`config.mk`:
```
export PLATFORM = sky130hd
export DESIGN_NAME = mem_arbiter
export DESIGN_NICKNAME = d
export VERILOG_FILES = /design/src/rtl/mem_arbiter.sv
export SDC_FILE = /design/constraint.sdc
export NUM_CORES = 1
export LEC_CHECK = 0
export ABC_CLOCK_PERIOD_IN_PS = 8700
export CORE_MARGIN = 2
export CORE_UTILIZATION = 53
export CTS_BUF_LIST = sky130_fd_sc_hd__clkbuf_4
export DETAILED_ROUTE_END_ITERATION = 16
export GPL_TIMING_DRIVEN = 0
export PLACE_DENSITY = 0.83
export RECOVER_POWER = 25
export SLEW_MARGIN = 20
export SYNTH_ARGS = -nofsm -noshare
export SYNTH_HDL_FRONTEND = slang
export SYNTH_SLANG_ARGS = --single-unit
```
`constraint.sdc`:
```
create_clock -name clk -period 8.7 [get_ports clk]
set_input_delay 1.74 -clock clk [delete_from_list [all_inputs] [get_ports clk]]
set_output_delay 1.74 -clock clk [all_outputs]
set_load 0.05 [all_outputs]
```
`src/rtl/mem_arbiter.sv`:
```
// mem_arbiter: shares the byte-wide RAM port between the instruction fetcher
// (32-bit reads) and the load/store buffer (1/2/4-byte loads and stores).
// Requests are split into byte beats, assembled little-endian, and each
// finished request returns a one-cycle done pulse.
// Optional: MEM_ARBITER_IO_STALL_EN holds back I/O-mapped stores while the
// UART buffer reports full.
module mem_arbiter #(
  parameter int         ADDR_W     = 32,
  parameter logic [1:0] IO_BASE_HI = 2'b11
) (
  input  logic              clk,
  input  logic              rst,
  input  logic              rdy,
  input  logic              clr,
  input  logic [7:0]        mem_din,
  output logic [7:0]        mem_dout,
  output logic [ADDR_W-1:0] mem_a,
  output logic              mem_wr,
  input  logic              io_buffer_full,
  input  logic              IF_req,
  input  logic [ADDR_W-1:0] IF_addr,
  output logic              IF_done,
  output logic [31:0]       IF_data,
  input  logic              LSB_req,
  input  logic              LSB_wr,
  input  logic [ADDR_W-1:0] LSB_addr,
  input  logic [1:0]        LSB_size,
  input  logic [31:0]       LSB_wdata,
  output logic              LSB_done,
  output logic [31:0]       LSB_rdata
);

  typedef enum logic [1:0] {
    IDLE,
    READ,
    WRITE
  } state_t;

  state_t            state_q, state_d;
  logic              owner_lsb_q, owner_lsb_d;   // requester being served
  logic              last_lsb_q, last_lsb_d;     // most recent grant went to LSB
  logic [ADDR_W-1:0] addr_q, addr_d;
  logic [2:0]        size_q, size_d;             // beats in transaction: 1, 2 or 4
  logic [1:0]        cnt_q, cnt_d;               // index of current beat
  logic [31:0]       wdata_q, wdata_d;
  logic [31:0]       rbuf_q, rbuf_d;
  logic [ADDR_W-1:0] mem_a_q, mem_a_d;
  logic [7:0]        mem_dout_q, mem_dout_d;
  logic              mem_wr_q, mem_wr_d;
  logic              if_done_q, if_done_d;
  logic              lsb_done_q, lsb_done_d;
  logic [31:0]       if_data_q, if_data_d;
  logic [31:0]       lsb_rdata_q, lsb_rdata_d;

  logic              io_block;
  logic              lsb_ok;
  logic              pick_lsb;
  logic [2:0]        lsb_beats;
  logic [1:0]        cnt_inc;
  logic              last_beat;

`ifdef MEM_ARBITER_IO_STALL_EN
  assign io_block = LSB_wr && (LSB_addr[17:16] == IO_BASE_HI) && io_buffer_full;
`else
  logic [2:0] unused_io;
  assign unused_io = {io_buffer_full, IO_BASE_HI};
  assign io_block  = 1'b0;
`endif

  // Arbitration helpers: eligible LSB request, round-robin pick, beat count.
  always_comb begin
    lsb_ok    = LSB_req && !io_block;
    pick_lsb  = lsb_ok && (!IF_req || !last_lsb_q);
    case (LSB_size)
      2'd0:    lsb_beats = 3'd1;
      2'd1:    lsb_beats = 3'd2;
      default: lsb_beats = 3'd4;
    endcase
    cnt_inc   = cnt_q + 2'd1;
    last_beat = ({1'b0, cnt_q} + 3'd1) >= size_q;
  end

  // State register; everything freezes while rdy is low.
  always_ff @(posedge clk or posedge rst) begin
    if (rst) begin
      state_q     <= IDLE;
      owner_lsb_q <= 1'b0;
      last_lsb_q  <= 1'b0;
      addr_q      <= '0;
      size_q      <= '0;
      cnt_q       <= '0;
      wdata_q     <= '0;
      rbuf_q      <= '0;
      mem_a_q     <= '0;
      mem_dout_q  <= '0;
      mem_wr_q    <= 1'b0;
      if_done_q   <= 1'b0;
      lsb_done_q  <= 1'b0;
      if_data_q   <= '0;
      lsb_rdata_q <= '0;
    end else if (rdy) begin
      state_q     <= state_d;
      owner_lsb_q <= owner_lsb_d;
      last_lsb_q  <= last_lsb_d;
      addr_q      <= addr_d;
      size_q      <= size_d;
      cnt_q       <= cnt_d;
      wdata_q     <= wdata_d;
      rbuf_q      <= rbuf_d;
      mem_a_q     <= mem_a_d;
      mem_dout_q  <= mem_dout_d;
      mem_wr_q    <= mem_wr_d;
      if_done_q   <= if_done_d;
      lsb_done_q  <= lsb_done_d;
      if_data_q   <= if_data_d;
      lsb_rdata_q <= lsb_rdata_d;
    end
  end

  // Next-state: grant in IDLE, then sequence read or write beats.
  always_comb begin
    state_d     = state_q;
    owner_lsb_d = owner_lsb_q;
    last_lsb_d  = last_lsb_q;
    addr_d      = addr_q;
    size_d      = size_q;
    cnt_d       = cnt_q;
    wdata_d     = wdata_q;
    rbuf_d      = rbuf_q;
    mem_a_d     = mem_a_q;
    mem_dout_d  = mem_dout_q;
    mem_wr_d    = mem_wr_q;
    if_done_d   = 1'b0;
    lsb_done_d  = 1'b0;
    if_data_d   = if_data_q;
    lsb_rdata_d = lsb_rdata_q;

    case (state_q)
      IDLE: begin
        mem_wr_d = 1'b0;
        // The done pulse of the previous transaction blocks a grant,
        // which guarantees the idle cycle between transactions.
        if (!clr && !if_done_q && !lsb_done_q && (IF_req || lsb_ok)) begin
          owner_lsb_d = pick_lsb;
          last_lsb_d  = pick_lsb;
          cnt_d       = '0;
          rbuf_d      = '0;
          if (pick_lsb) begin
            addr_d  = LSB_addr;
            size_d  = lsb_beats;
            wdata_d = LSB_wdata;
            mem_a_d = LSB_addr;
            if (LSB_wr) begin
              state_d    = WRITE;
              mem_wr_d   = 1'b1;
              mem_dout_d = LSB_wdata[7:0];
            end else begin
              state_d = READ;
            end
          end else begin
            addr_d  = IF_addr;
            size_d  = 3'd4;
            mem_a_d = IF_addr;
            state_d = READ;
          end
        end
      end

      READ: begin
        if (clr) begin
          state_d  = IDLE;
          mem_wr_d = 1'b0;
        end else begin
          // Buffer is cleared at grant, so unread high bytes stay zero.
          rbuf_d[{cnt_q, 3'b000} +: 8] = mem_din;
          if (last_beat) begin
            state_d = IDLE;
            if (owner_lsb_q) begin
              lsb_done_d  = 1'b1;
              lsb_rdata_d = rbuf_d;
            end else begin
              if_done_d = 1'b1;
              if_data_d = rbuf_d;
            end
          end else begin
            cnt_d   = cnt_inc;
            mem_a_d = addr_q + ADDR_W'(cnt_inc);
          end
        end
      end

      WRITE: begin
        // Stores always run to completion, even across a flush.
        if (last_beat) begin
          state_d    = IDLE;
          mem_wr_d   = 1'b0;
          lsb_done_d = 1'b1;
        end else begin
          cnt_d      = cnt_inc;
          mem_a_d    = addr_q + ADDR_W'(cnt_inc);
          mem_dout_d = wdata_q[{cnt_inc, 3'b000} +: 8];
        end
      end

      default: begin
        state_d  = IDLE;
        mem_wr_d = 1'b0;
      end
    endcase
  end

  assign mem_a     = mem_a_q;
  assign mem_dout  = mem_dout_q;
  assign mem_wr    = mem_wr_q & rdy;
  assign IF_done   = if_done_q;
  assign IF_data   = if_data_q;
  assign LSB_done  = lsb_done_q;
  assign LSB_rdata = lsb_rdata_q;

endmodule

```
Word level (Yosys, flattened, before mapping). Cells that the tools add are included.

Register bits after elaboration: 211. Output and inout port bits: 107. Logic and storage cells: 101.

Equality and inequality tests: 10. Reductions and logical operators: 25. Shifts and indexed selects: 3. $add $sub $neg: 4. Bitwise gates (word level): 3. Multiplexer cells: 41. $lt $le $gt $ge: 1.

Operator list (number): $mux W32 (6); $pmux W32 S3 (1); $pmux W32 S2 (1); $add A32 B2 Y32 (1); $bwmux W32 (1); $mux W8 (4); $shift A8 B7 Y32 const A (1); $shiftx A32 B6 Y8 (1); $shiftx A8 B7 Y32 (1); $mux W2 (8); $pmux W8 S2 (1); $ne A2 B2 Y1 const B (7); $mux W1 (13); $pmux W2 S3 (2); $reduce_and A4 Y1 (3); $reduce_and A5 Y1 (2); $neg A5 Y7 (1); $pmux W3 S2 (1); $reduce_and A3 Y1 (2); $reduce_and A6 Y1 (1); $logic_not A1 Y1 (5); $eq A2 B1 Y1 const B (2); $logic_and A1 B1 Y1 (4); $logic_not A2 Y1 (2); other kinds (13) (16).

Longest topological paths before layout.
Depth in word-level cells: 6. Gate-level depth with buffers: 10. Mapped depth without buffers: 8.

Worst setup path after synthesis. No wires, ideal clock.

Kind: input port to output port. From: input port rdy. To: output port mem_wr. Data required time: 6.960 ns. Stages on the path: 2. Data arrival time: 2.412 ns. Slack: 4.548 ns. Cell sequence: clkbuf_1 and2_1.

Longest elaborated chain between the ends: 1.

Ends and longest elaborated chain: from (decl) (line 13) `input logic rdy,`; $and A1 B1 Y1 (line 214) `assign mem_wr = mem_wr_q & rdy;`; to (decl) (line 18) `output logic mem_wr,`.

No other way between the ends.

Final worst setup path. Same ends and word-level chain as after synthesis.

==> impl_metrics.tcl <==
set metrics [dict create \
    track_usage_pct 27.3 \
    via_per_inst 5.66 \
    yosysMostFrequentCell "dfrtp_1" \
    core_sq_um 19300 \
    avgSynthCellArea_sq_um 10.3 \
    dr_total_vias 8826 \
    cts.sinks 211 \
    worst-slew-pin-transition_ns 2.70 \
    fmax_mhz 209 \
    grt_pass1_wl_mm 44.1 \
    crit_fanout 9 \
    timing.final.max_slew_violations 59 \
    required_ns 6.96 \
    antenna_found_initial 1 \
    cp.arrival_ns 3.04 \
    first_pass_iters 5 \
    synth_common_cells "dfrtp_1, nand2_1, o21ai_0, mux2i_1, mux2_2" \
    synthFlopType "dfrtp_1" \
    ys_async_sr_fraction_pct 100 \
    post_cts_buffers 0 \
    violations "capacitance limit, slew limit" \
    die_x_microns 143 \
    ys_ff_latch 211 \
    final_nets 1394 \
    cp-end-kind "output pin" \
    synth_top_area_cell "dfrtp_1" \
    clk_pin_slew_ns 0.06 \
    grt.overflow.total 0 \
    crit_chain "clkbuf_1 > and2_1 > clkdlybuf4s50_1" \
    critical-path-slowest-cell "clkdlybuf4s50_1" \
    finalWeightedCongestion 0.989 \
    peakVddDrop_uv 208 \
    clockBufferDepth 3 \
    leakage_nw 5.75 \
    clock_skew_ns 0.0264 \
    wl_per_cell_microns 17.9 \
    hold_violations 0 \
    worst_slack_ns 3.92 \
    antenna_cells 0 \
    synth_cell_type_count 52 \
    drive_gt1_share_pct 14.8 \
    synth_edf_count 0 \
    max_cap_viol_count 1 \
    root_buffer "clkbuf_4" \
    synth.yosys.warnings 0 \
    regToRegSetupSlack_ns 5.19 \
    synth_top_area_share_pct 51.2 \
    fin_util_pct 69.6 \
    design_area_sq_um 13400 \
    yosysSeqAreaShare_pct 51.2 \
    fin_crit_sh_pct 54.9 \
    critical-path-max-stage-delay_ns 0.83 \
    cts_buffers 53 \
    power_mw 4.83 \
    synth.area.top_cells "dfrtp_1, mux2_2, mux2i_1" \
    worstSkewPairLatency_ns 0.65 \
    die_area_sq_um 20600 \
    placementRows 51 \
    io_pins 221 \
    path_class "primary input to output pin" \
    start_util_pct 53.5 \
    rsz0062_at_grt "no" \
    syn_nets 1127 \
    slew_headroom_pct -80.8 \
    reg2reg_depth 9 \
    wl_mm 27.9 \
    syn_area_sq_um 10300 \
    worstSetupStartpointType "primary input" \
    finalCriticalPeriod_ns 4.78 \
    placed_area_sq_um 12800 \
    first_global_vias 8678 \
    fin_worst_hold_slack_ns 0.473 \
    drt_iter0_markers 655 \
    finalSetupViolations 0 \
    placed_cells 1475 \
    power_density_nw_per_um2 361 \
    place_worst_setup_slack_ns 3.94 \
    status "complete, but fails checks" \
    hp-start "rbuf_q[8]" \
    r2r_end "LSB_rdata[14]" \
    min_to "rbuf_q[8]" \
    min_delay_path_depth 2 \
    synthCells 998 \
    htree_levels 2 \
    die_h_microns 143 \
    postCtsHoldBufs 0 \
    drc 0 \
    area_growth_pct 30.0 \
    dp_hpwl_mm 20.0 \
    finalSetupTns_ns 0 \
    tritoncts "built" \
    stdcell_count 1560 \
    hp-class "register to register" \
    grt_start_max_net_pins 93 \
    antenna_left 0 \
    io_buffers 210 \
    rr_startpoint "cnt_q[0]" \
    post_cts_resized 0 \
]
routing by layer:
layer	global-route usage [%]	wire length [microns]	share of wire, %
met4	10.4	835	3.0
met2	42.9	13000	47
met1	36.8	11700	42
met5	0	0	0
met3	6.73	2360	8.5
how the worst max path moves through the flow:
stage          slack [ns]          end  start  cells past startpoint
2_1_floorplan        1.19   IF_data[0]    rst                      1
6_report             3.92       mem_wr    rdy                      3
3_5_place_dp         3.94       mem_wr    rdy                      3
4_1_cts              3.94       mem_wr    rdy                      3
3_3_place_gp        -1.41  wdata_q[25]    rst                      2
5_1_grt              3.88       mem_wr    rdy                      3
logic make-up (layout without fill, tap and decap cells):
| family | Yosys count | count (layout) | share of synthesized area, % |
|---|---|---|---|
| xor gates and xnor gates | 23 | 23 | 1.95 |
| DFF | 211 | 211 | 51.2 |
| buffers and inverters | 108 | 405 | 4.58 |
| AOI/OAI and AO/OA | 234 | 234 | 13.0 |
| adders and majority gates | 15 | 15 | 1.89 |
| muxes | 134 | 134 | 14.7 |
| and+or+nand+nor | 273 | 273 | 12.6 |
registers in the layout, indices dropped and copies added (netlist names):
signal      flops
IF_data        32
IF_done         1
LSB_done        1
LSB_rdata      32
addr_q         32
cnt_q           2
last_lsb_q      1
mem_a          32
mem_dout        8
mem_wr_q        1
rbuf_q         32
size_q          3
state_q         2
wdata_q        32
worst max-delay path, delay by kind of cell:
| kind | cells | cell delay, ns |
|---|---|---|
| AND/OR/NAND/NOR | 1 | 0.19 |
| buffers and inverters | 2 | 1.10 |
final cells by class:
class,count,area [sq um]
buffer,64,307
clock buffer,75,563
clock inverter,10,41.3
fill,1497,5870
inverter,44,166
multi-input combinational,679,4560
sequential,211,5280
tap,265,332
timing repair buffer,212,2160
power breakdown:
group / internal (mW) / leakage [nW] / switching (mW) / total (mW)
clock: 0.392 / 0.370 / 0.389 / 0.781
sequential: 1.37 / 2.70 / 0.273 / 1.64
combinational: 0.894 / 2.67 / 1.52 / 2.41
layout by cell type (no fill, tap or decap), drive strengths merged, types with 2 or more instances in the layout:
master	n
a21oi	46
o31ai	4
o21ai	119
a21boi	2
nor4b	2
clkdlybuf4s50	209
xnor2	11
inv	43
a32o	2
and3	4
mux2i	65
a21o	4
a31oi	35
o211ai	4
and2	5
nand3	20
nor2b	34
clkinv	10
a221o	7
nand4	11
clkbuf	109
nand2	140
xor2	12
mux2	61
nor3	15
buf	32
or3	4
and4	5
dfrtp	211
ha	14
a31o	6
nor4	6
mux4	8
nor2	24
(Power assumes the default switching activity.)
